`src/rtl/pmod_dac_spi_ctrl_pkg.sv`:
```
// Shared types and constants for the Pmod DAC SPI controller.
// Frame layout: {4'h0, cmd, addr, data, 8'h00}, shifted MSB first.
package pmod_dac_pkg;

   localparam int FRAME_W = 32;

   typedef enum logic [2:0] {
      IDLE,
      INIT,
      SHIFT,
      GAP,
      LDAC
   } state_t;

   localparam logic [3:0] CMD_WR_INPUT  = 4'h0;
   localparam logic [3:0] CMD_WR_UPDATE = 4'h3;
   localparam logic [3:0] CMD_REF_SETUP = 4'h8;

   localparam logic [FRAME_W-1:0] INT_REF_FRAME = 32'h0800_0001;

   function automatic logic [FRAME_W-1:0] build_frame(input logic [3:0]  cmd,
                                                      input logic [3:0]  addr,
                                                      input logic [11:0] data);
      return {4'h0, cmd, addr, data, 8'h00};
   endfunction

endpackage

```
`src/rtl/pmod_dac_spi_ctrl_if.sv`:
```
// Request handshake bundle between the pattern source (master) and the SPI controller (slave).
// A request transfers on the clock edge where req_valid and req_ready are both high.
interface pmod_dac_spi_ctrl_if;
   logic        req_valid;
   logic        req_ready;
   logic [3:0]  req_cmd;
   logic [3:0]  req_addr;
   logic [11:0] req_data;

   modport master (output req_valid, req_cmd, req_addr, req_data, input req_ready);
   modport slave  (input req_valid, req_cmd, req_addr, req_data, output req_ready);
endinterface

```
`src/rtl/pmod_dac_sclk_gen.sv`:
```
// SPI clock generator: while run is high, sclk toggles every CLK_DIV/2 cycles starting from a full high phase;
// rise_stb/fall_stb flag the edge on which sclk is about to rise/fall. Idles high when run is low.
module pmod_dac_sclk_gen #(
   parameter int CLK_DIV = 16
) (
   input  logic clk,
   input  logic rst_n,
   input  logic run,
   output logic sclk,
   output logic rise_stb,
   output logic fall_stb
);
   localparam int H  = CLK_DIV / 2;
   localparam int PW = (H > 1) ? $clog2(H) : 1;
   localparam logic [PW-1:0] PH_LAST = PW'(H - 1);

   logic [PW-1:0] phase_q, phase_d;
   logic          sclk_q, sclk_d;
   logic          wrap;

   always_comb begin
      wrap    = run && (phase_q == PH_LAST);
      phase_d = phase_q;
      sclk_d  = sclk_q;
      if (!run) begin
         phase_d = '0;
         sclk_d  = 1'b1;
      end else if (wrap) begin
         phase_d = '0;
         sclk_d  = ~sclk_q;
      end else begin
         phase_d = phase_q + 1'b1;
      end
   end

   always_ff @(posedge clk or negedge rst_n) begin
      if (!rst_n) begin
         phase_q <= '0;
         sclk_q  <= 1'b1;
      end else begin
         phase_q <= phase_d;
         sclk_q  <= sclk_d;
      end
   end

   assign sclk     = sclk_q;
   assign rise_stb = wrap & ~sclk_q;
   assign fall_stb = wrap & sclk_q;

endmodule

```
`src/rtl/pmod_dac_spi_ctrl.sv`:
```
// Serializes {cmd,addr,data} requests into 32-bit Pmod DAC SPI frames; PMOD_DAC_INT_REF_EN sends a ref-setup frame after reset.
// Latency accept->done = 1 + 32*CLK_DIV + CS_GAP (+ LDAC_PULSE for write-input); req_ready is high only in IDLE.
module pmod_dac_spi_ctrl
   import pmod_dac_pkg::*;
#(
   parameter int CLK_DIV    = 16,
   parameter int CS_GAP     = 8,
   parameter int LDAC_PULSE = 8
) (
   input  logic               clk,
   input  logic               rst_n,
   pmod_dac_spi_ctrl_if.slave req,
   output logic               busy,
   output logic               done,
   output logic               dac_cs_n,
   output logic               dac_ldac_n,
   output logic               dac_din,
   output logic               dac_sclk
);
   localparam int BW      = $clog2(FRAME_W);
   localparam int CNT_MAX = (CS_GAP > LDAC_PULSE) ? CS_GAP : LDAC_PULSE;
   localparam int CW      = $clog2(CNT_MAX + 1);
   localparam logic [CW-1:0] GAP_LAST  = CW'(CS_GAP - 1);
   localparam logic [CW-1:0] LDAC_LAST = CW'(LDAC_PULSE - 1);
   localparam logic [BW-1:0] BIT_MSB   = BW'(FRAME_W - 1);
`ifdef PMOD_DAC_INT_REF_EN
   localparam state_t RST_STATE = INIT;
`else
   localparam state_t RST_STATE = IDLE;
`endif

   state_t               state_q, state_d;
   logic [FRAME_W-2:0]   sr_q, sr_d;
   logic [BW-1:0]        bit_q, bit_d;
   logic [CW-1:0]        cnt_q, cnt_d;
   logic                 ready_q, ready_d;
   logic                 busy_q, busy_d;
   logic                 done_q, done_d;
   logic                 cs_n_q, cs_n_d;
   logic                 ldac_n_q, ldac_n_d;
   logic                 din_q, din_d;
   logic                 ldac_req_q, ldac_req_d;
   logic                 silent_q, silent_d;

   logic                 load_en;
   logic [FRAME_W-1:0]   load_frame;
   logic                 run, sclk, rise_stb, fall_stb;

   assign run = (state_q == SHIFT);

   pmod_dac_sclk_gen #(.CLK_DIV(CLK_DIV)) u_sclk_gen (
      .clk      (clk),
      .rst_n    (rst_n),
      .run      (run),
      .sclk     (sclk),
      .rise_stb (rise_stb),
      .fall_stb (fall_stb)
   );

   always_comb begin
      state_d    = state_q;
      sr_d       = sr_q;
      bit_d      = bit_q;
      cnt_d      = cnt_q;
      cs_n_d     = cs_n_q;
      ldac_n_d   = ldac_n_q;
      din_d      = din_q;
      ldac_req_d = ldac_req_q;
      silent_d   = silent_q;
      done_d     = 1'b0;
      load_en    = 1'b0;
      load_frame = '0;

      case (state_q)
         IDLE: begin
            if (ready_q && req.req_valid) begin
               load_en    = 1'b1;
               load_frame = build_frame(req.req_cmd, req.req_addr, req.req_data);
               ldac_req_d = (req.req_cmd == CMD_WR_INPUT);
               silent_d   = 1'b0;
            end
         end
         // Power-up reference frame: no LDAC and no done pulse.
         INIT: begin
            load_en    = 1'b1;
            load_frame = INT_REF_FRAME;
            ldac_req_d = 1'b0;
            silent_d   = 1'b1;
         end
         SHIFT: begin
            if (rise_stb) begin
               if (bit_q == '0) begin
                  state_d = GAP;
                  cs_n_d  = 1'b1;
                  din_d   = 1'b0;
                  cnt_d   = '0;
               end else begin
                  din_d = sr_q[FRAME_W-2];
                  sr_d  = {sr_q[FRAME_W-3:0], 1'b0};
                  bit_d = bit_q - 1'b1;
               end
            end
         end
         GAP: begin
            if (cnt_q == GAP_LAST) begin
               cnt_d = '0;
               if (ldac_req_q) begin
                  state_d  = LDAC;
                  ldac_n_d = 1'b0;
               end else begin
                  state_d = IDLE;
                  done_d  = ~silent_q;
               end
            end else begin
               cnt_d = cnt_q + 1'b1;
            end
         end
         LDAC: begin
            if (cnt_q == LDAC_LAST) begin
               state_d  = IDLE;
               ldac_n_d = 1'b1;
               done_d   = ~silent_q;
            end else begin
               cnt_d = cnt_q + 1'b1;
            end
         end
         default: state_d = IDLE;
      endcase

      // The MSB goes straight to din; the shift register holds only the bits still to send.
      if (load_en) begin
         state_d = SHIFT;
         sr_d    = load_frame[FRAME_W-2:0];
         din_d   = load_frame[FRAME_W-1];
         bit_d   = BIT_MSB;
         cs_n_d  = 1'b0;
      end

      ready_d = (state_d == IDLE);
      busy_d  = (state_d != IDLE);
   end

   always_ff @(posedge clk or negedge rst_n) begin
      if (!rst_n) begin
         state_q    <= RST_STATE;
         sr_q       <= '0;
         bit_q      <= '0;
         cnt_q      <= '0;
         ready_q    <= 1'b0;
         busy_q     <= 1'b0;
         done_q     <= 1'b0;
         cs_n_q     <= 1'b1;
         ldac_n_q   <= 1'b1;
         din_q      <= 1'b0;
         ldac_req_q <= 1'b0;
         silent_q   <= 1'b0;
      end else begin
         state_q    <= state_d;
         sr_q       <= sr_d;
         bit_q      <= bit_d;
         cnt_q      <= cnt_d;
         ready_q    <= ready_d;
         busy_q     <= busy_d;
         done_q     <= done_d;
         cs_n_q     <= cs_n_d;
         ldac_n_q   <= ldac_n_d;
         din_q      <= din_d;
         ldac_req_q <= ldac_req_d;
         silent_q   <= silent_d;
      end
   end

   a_fall_in_frame: assert property (@(posedge clk) disable iff (!rst_n) fall_stb |-> !cs_n_q);

   assign req.req_ready = ready_q;
   assign busy          = busy_q;
   assign done          = done_q;
   assign dac_cs_n      = cs_n_q;
   assign dac_ldac_n    = ldac_n_q;
   assign dac_din       = din_q;
   assign dac_sclk      = sclk;

endmodule

```
`src/flat_wrapper.sv`:
```
// flat-port wrapper written by rule: the top's interface ports become plain ports
module pmod_dac_spi_ctrl_flat import pmod_dac_pkg::*;
#(
   parameter int CLK_DIV    = 16,
   parameter int CS_GAP     = 8,
   parameter int LDAC_PULSE = 8
)
  (clk, rst_n, busy, done, dac_cs_n, dac_ldac_n, dac_din, dac_sclk, req_req_valid, req_req_cmd, req_req_addr, req_req_data, req_req_ready);
  pmod_dac_spi_ctrl_if req_i ();
  input  logic clk;
  input  logic rst_n;
  output logic busy;
  output logic done;
  output logic dac_cs_n;
  output logic dac_ldac_n;
  output logic dac_din;
  output logic dac_sclk;
  input wire logic [$bits(req_i.req_valid)-1:0] req_req_valid;
  input wire logic [$bits(req_i.req_cmd)-1:0] req_req_cmd;
  input wire logic [$bits(req_i.req_addr)-1:0] req_req_addr;
  input wire logic [$bits(req_i.req_data)-1:0] req_req_data;
  output wire logic [$bits(req_i.req_ready)-1:0] req_req_ready;
  assign req_i.req_valid = req_req_valid;
  assign req_i.req_cmd = req_req_cmd;
  assign req_i.req_addr = req_req_addr;
  assign req_i.req_data = req_req_data;
  assign req_req_ready = req_i.req_ready;
  pmod_dac_spi_ctrl #(.CLK_DIV(CLK_DIV), .CS_GAP(CS_GAP), .LDAC_PULSE(LDAC_PULSE)) u_core (.clk(clk), .rst_n(rst_n), .req(req_i), .busy(busy), .done(done), .dac_cs_n(dac_cs_n), .dac_ldac_n(dac_ldac_n), .dac_din(dac_din), .dac_sclk(dac_sclk));
endmodule
```
`config.mk`:
```
export PLATFORM = sky130hd
export DESIGN_NAME = pmod_dac_spi_ctrl_flat
export DESIGN_NICKNAME = d
export VERILOG_FILES = /design/src/rtl/pmod_dac_spi_ctrl_pkg.sv /design/src/rtl/pmod_dac_spi_ctrl_if.sv /design/src/rtl/pmod_dac_sclk_gen.sv /design/src/rtl/pmod_dac_spi_ctrl.sv /design/src/flat_wrapper.sv
export SDC_FILE = /design/constraint.sdc
export NUM_CORES = 1
export LEC_CHECK = 0
export CORE_ASPECT_RATIO = 1.25
export CORE_MARGIN = 3
export CORE_UTILIZATION = 56
export DETAILED_ROUTE_END_ITERATION = 7
export PLACE_DENSITY_LB_ADDON = 0.08
export REMOVE_ABC_BUFFERS = 1
export SYNTH_ARGS = -nofsm -noshare
export SYNTH_HDL_FRONTEND = slang
export SYNTH_SLANG_ARGS = --single-unit
```
`constraint.sdc`:
```
create_clock -name clk -period 2 [get_ports clk]
set_input_delay 0.4 -clock clk [delete_from_list [all_inputs] [get_ports clk]]
set_output_delay 0.4 -clock clk [all_outputs]
set_load 0.005 [all_outputs]
```
# Yosys cells after proc, flatten, opt, wreduce, memory -nomap -nowiden
# Cells that the tools add are included.
dict set report op_classes {
  addsub 3
  eq_ne 15
  mux 48
  n_bitwise 3
  reduce_logical 20
}
# cell n
set op_table {}
lappend op_table {{$mux W31} 4}
lappend op_table {{$pmux W32 S2} 1}
lappend op_table {{$mux W28} 1}
lappend op_table {{$mux W3} 8}
lappend op_table {{$mux W5} 4}
lappend op_table {{$mux W1} 19}
lappend op_table {{$mux W4} 4}
lappend op_table {{$ne A2 B1 Y1 const B} 8}
lappend op_table {{$pmux W3 S4} 1}
lappend op_table {{$pmux W4 S3} 1}
lappend op_table {{$pmux W1 S2} 5}
lappend op_table {{$reduce_bool A2 Y1} 5}
lappend op_table {{$reduce_and A4 Y1} 2}
lappend op_table {{$eq A3 B2 Y1 const B} 2}
lappend op_table {{$eq A3 B3 Y1 const B} 2}
lappend op_table {{$logic_not A3 Y1} 2}
lappend op_table {{$reduce_and A3 Y1} 2}
lappend op_table {{$reduce_bool A3 Y1} 2}
lappend op_table {{$logic_not A5 Y1} 1}
lappend op_table {{$sub A5 B1 Y5 const B} 1}
lappend op_table {{$add A4 B1 Y4 const B} 1}
lappend op_table {{$eq A4 B3 Y1 const B} 1}
lappend op_table {{$logic_not A4 Y1} 1}
lappend op_table {{$reduce_and A2 Y1} 2}
lappend op_table {{7 further kinds} 9}
dict set report totals {
  reg_bits 55
  input_bits 23
  wordCells 103
}

# Logic depth before layout (Yosys ltp)
# Gate-level depths: netlist (run 1).
dict set report logic_depth {
  ltp_word 7
  ltp_mapped 7
  mapped_depth_nobuf 6
}

# Hierarchy
# From an unflattened synthesis (run 1), not the netlist that was laid out.
dict set report hier_totals {
  cells_unflattened 271
  area_unflattened_um2 2721.4
}
# mod instances cells_each area_each_um2
set by_module_without_submodules {}
lappend by_module_without_submodules {pmod_dac_spi_ctrl 1 257 2539.9}
lappend by_module_without_submodules {pmod_dac_sclk_gen 1 14 181.4}

# Least setup slack after synthesis (run 1)
# No wires, ideal clock.
dict set report synth_timing {
  kind {reg2reg}
  start {reg u_core.bit_q[0]}
  end {reg u_core.sr_q[21]}
  setup_ps 123
  arrival_time_ps 1654
  required_time_ps 1877
  setup_slack_ps 223
  path_stages_with_launch 7
  cell_sequence {dfrtp_1 inv_1 ha_1 nor4b_2 or4_4 buf_6 o221a_1}
}
dict set report synth_between {
  elab_chain_len 3
}
# element line
set synth_rtl {}
lappend synth_rtl {{from (decl)} pmod_dac_spi_ctrl.sv:34} ;# logic [BW-1:0] bit_q, bit_d;
lappend synth_rtl {{from (signal assigned)} pmod_dac_spi_ctrl.sv:160} ;# bit_q <= bit_d;
lappend synth_rtl {{$logic_not A5 Y1} pmod_dac_spi_ctrl.sv:92} ;# if (bit_q == '0) begin
lappend synth_rtl {{$ne A2 B1 Y1 (no line)} -}
lappend synth_rtl {{$reduce_and A3 Y1 (no line)} -}
lappend synth_rtl {{to (signal assigned)} pmod_dac_spi_ctrl.sv:159} ;# sr_q <= sr_d;
lappend synth_rtl {{to (decl)} pmod_dac_spi_ctrl.sv:33} ;# logic [FRAME_W-2:0] sr_q, sr_d;
# Every way passes these cells.
# A chain may end at the register's enable or synchronous reset.

# Final worst setup path (run 1)
dict set report layout_timing {
  start {reg u_core.state_q[1]}
  end {reg u_core.sr_q[23]}
}
dict set report layout_between {
  elab_chain_len 5
}
# element line
set layout_rtl {}
lappend layout_rtl {{from (decl)} pmod_dac_spi_ctrl.sv:32} ;# state_t state_q, state_d;
lappend layout_rtl {{from (signal assigned)} pmod_dac_spi_ctrl.sv:158} ;# state_q <= state_d;
lappend layout_rtl {{parallel branches: the longest is 5 deep, another holds $eq A3 B1 Y1} -}
# Parallel ways; which one is timed is not known.

==> results_dict.tcl, run 1 <==
set metrics [dict create \
    status "completed" \
    cts_tree "done" \
    syn_area_per_cell_um2 10.2 \
    cp-end-kind "flop" \
    finalNonFillerCells 359 \
    num-nets-final 328 \
    synth_cell_types 47 \
    die_area_um2 5690 \
    drv_slew 0 \
    finalHoldViolations 0 \
    max_freq_mhz 537 \
    antenna_found_initial 0 \
    synthFlopType "dfrtp_1" \
    wire_per_inst_um 15.1 \
    synth_area_um2 2700 \
    synth.most_common_cell "dfrtp_1" \
    dieWidth_um 68.1 \
    drt-initial-drc-count 123 \
    tightest_slew_ns 0.420 \
    fin_crit_sh_pct 93.2 \
    hold_path.class "primary input to asynchronous set/reset pin" \
    slew-limit-headroom_pct 71.8 \
    detail-route-antenna-nets 0 \
    cts.sinks 55 \
    synth_area_leaders "dfrtp_1, a21oi_1, mux2i_1" \
    syn2layout_area_growth_pct 21.3 \
    avgViaCountPerCell 5.73 \
    synth_top_family_by_area "simple AND/OR/NAND/NOR gates" \
    netlist_top_cells_count "dfrtp_1, a21oi_1, nand2_1, nor3_1, mux2i_1" \
    irDropWorstVdd_mv 0.444 \
    place_congestion 0.745 \
    dp_hpwl_mm 3.71 \
    power.density_nw_per_um2 593 \
    synth_top_area_share_pct 48.2 \
    clock_skew_ns 0.0127 \
    synth-edff-count 0 \
    numCtsBuffers 5 \
    clockBufferDepth 2 \
    drt_wl_total_mm 5.42 \
    muxShareOfSynthArea_pct 5.57 \
    num_rows 27 \
    track_usage_pct 21.6 \
    clk_pin_slew_worst_paths_ns 0.10 \
    setup-violations-final 0 \
    drc 0 \
    post-route-min-period_ns 1.86 \
    synth-compound-area-share_pct 15.0 \
    root_buffer "clkbuf_8" \
    synthCells 265 \
    cp.required_ns 2.19 \
    cts_hold_buf 0 \
    dpl.cell_count 351 \
    crit_arrival_ns 2.06 \
    vias 2057 \
    synthAdderAreaFrac_pct 2.32 \
    drive_gt1_share_pct 13.0 \
    leakage_nw 1.43 \
    ff2ff_setup_slack_ns 0.14 \
    synth_simple_gate_area_share_pct 20.8 \
    critical_path_class "flop to flop" \
    core-area_um2 4530 \
    async_flop_share_pct 100 \
    io_buffers 29 \
    final_cell_area_um2 3270 \
    ys_warn_count 0 \
    dr.pass1.iters 4 \
    fin_ws_ns 0.137 \
    grt_pass1_vias 2038 \
    grt_pass1_wl_mm 9.52 \
    synth_top_cell_by_area "dfrtp_1" \
    synth-xor-area-share_pct 0.325 \
    htree_num_levels 2 \
    diodes 0 \
    maxCapViolCount 0 \
    worstSkewPairLatency_ns 0.31 \
    start_util_pct 59.6 \
    ys_seq_elements 55 \
    crit_path_max_fanout 10 \
    grt_max_degree 56 \
    ys_seq_area_share_pct 51.2 \
    io_pins 30 \
    rsz0062_at_grt "no" \
    startpoint_type "flop" \
    gr-total-overflow 0 \
    place_area_um2 3150 \
    dp_slack_ns 0.0205 \
    die_h_um 83.6 \
    fillers 359 \
]
[critical path: stages (launching register included)]
cell and delay, ns:
dfrtp_1 0.58, nand2b_4 0.15, or4_4 0.59, buf_4 0.19, o221a_1 0.23
[power by group]
part	switching, mW	internal (mW)	total, mW
clock network	0.352	0.405	0.757
logic	0.0295	0.0417	0.0713
registers	0	1.11	1.11
[flip-flops by register name (all words and copies together), names as in the netlist, 3 cells and up]
signal,count
u_core.cnt_q,4
u_core.sr_q,31
u_core.state_q,3
u_core.bit_q,5
u_core.u_sclk_gen.phase_q,3
[repair_timing]
| action | in CTS | in global routing |
|---|---|---|
| endpoints found under the setup margin | 0 | 26 |
| setup buffers | 0 | 0 |
| gates resized for setup | 0 | 1 |
[layout make-up]
| type | instances | area [µm²] | share of cell area, % |
|---|---|---|---|
| Clock buffer | 6 | 82.6 | 2.52 |
| Timing Repair Buffer | 47 | 470 | 14.4 |
| Clock inverter | 2 | 35.0 | 1.07 |
| Sequential cell | 55 | 1380 | 42.2 |
| Inverter | 6 | 22.5 | 0.688 |
| Tap cell | 58 | 72.6 | 2.22 |
| Multi-Input combinational cell | 185 | 1210 | 37.0 |
[worst paths after layout]
| path | from | endpoint | cells past startpoint |
|---|---|---|---|
| setup / recovery | u_core.state_q[1] | u_core.sr_q[23] | 4 |
| hold / removal | rst_n | u_core.u_sclk_gen.phase_q[1] | 2 |
| setup reg to reg | u_core.state_q[1] | u_core.sr_q[23] | 4 |
| hold reg to reg | u_core.u_sclk_gen.phase_q[0] | u_core.u_sclk_gen.phase_q[0] | 1 |
| max in group asynchronous | rst_n | u_core.dac_ldac_n | 2 |
| min in group clk | u_core.u_sclk_gen.phase_q[0] | u_core.u_sclk_gen.phase_q[0] | 1 |
[logic make-up (layout without fill, tap and decap cells)]
group | Yosys count | count (layout)
DFF | 55 | 55
AOI/OAI and AO/OA | 64 | 64
adders and majority gates | 5 | 5
xor gates and xnor gates | 1 | 1
and+or+nand+nor | 100 | 100
muxes | 15 | 15
buffers and inverters | 25 | 61
[metal layers]
metal / share of wire [%] / up-vias / routed length (µm) / track usage, %
met3: 2.5 / 6 / 135 / 4.58
met5: 0 / - / 0 / 0
li1: - / 1006 / - / -
met1: 44 / 1022 / 2390 / 28.9
met4: 1.1 / 0 / 59 / 7.41
met2: 52 / 23 / 2840 / 33.9
[cell usage in the layout (no fill, tap or decap), types with 6 or more instances in the layout]
master,synthesis,final
mux2i_1,15,15
clkbuf_8,0,6
nand2_1,28,28
clkdlybuf4s50_1,0,28
o21ai_0,8,8
nor2b_1,13,13
a21o_1,7,7
dfrtp_1,52,52
nor3_1,17,16
a21oi_1,31,31
buf_4,1,14
nor2_1,11,11
o221a_1,6,6
inv_1,6,6
[stage by stage]
step / setup TNS [ns] / hold slack [ns] / util, % / total power, mW
2_1_floorplan: -14.52 / 0.104 / - / 1.14
3_3_place_gp: 0 / 0.419 / 69.5 / 1.21
3_5_place_dp: 0 / 0.420 / 69.5 / 1.21
4_1_cts: 0 / 0.0780 / 72.1 / 1.96
5_1_grt: 0 / 0.0755 / 72.3 / 2.02
6_report: 0 / 0.0693 / 72.3 / 1.94
(Power assumes the default switching activity.)
==> run 2, diff against run 1 <==
--- a/config.mk
+++ b/config.mk
@@ -14,3 +14,4 @@
 export SYNTH_ARGS = -nofsm -noshare
 export SYNTH_HDL_FRONTEND = slang
 export SYNTH_SLANG_ARGS = --single-unit
+export TNS_END_PERCENT = 10
==> results of run 2 <==
No change in the layout: final DEF, timing and power equal those of run 1.
==> run 3, diff against run 2 <==
--- a/config.mk
+++ b/config.mk
@@ -11,6 +11,7 @@
 export DETAILED_ROUTE_END_ITERATION = 7
 export PLACE_DENSITY_LB_ADDON = 0.08
 export REMOVE_ABC_BUFFERS = 1
+export SKIP_CTS_REPAIR_TIMING = 1
 export SYNTH_ARGS = -nofsm -noshare
 export SYNTH_HDL_FRONTEND = slang
 export SYNTH_SLANG_ARGS = --single-unit
==> results of run 3 <==
No change in the layout: final DEF, timing and power equal those of run 1.
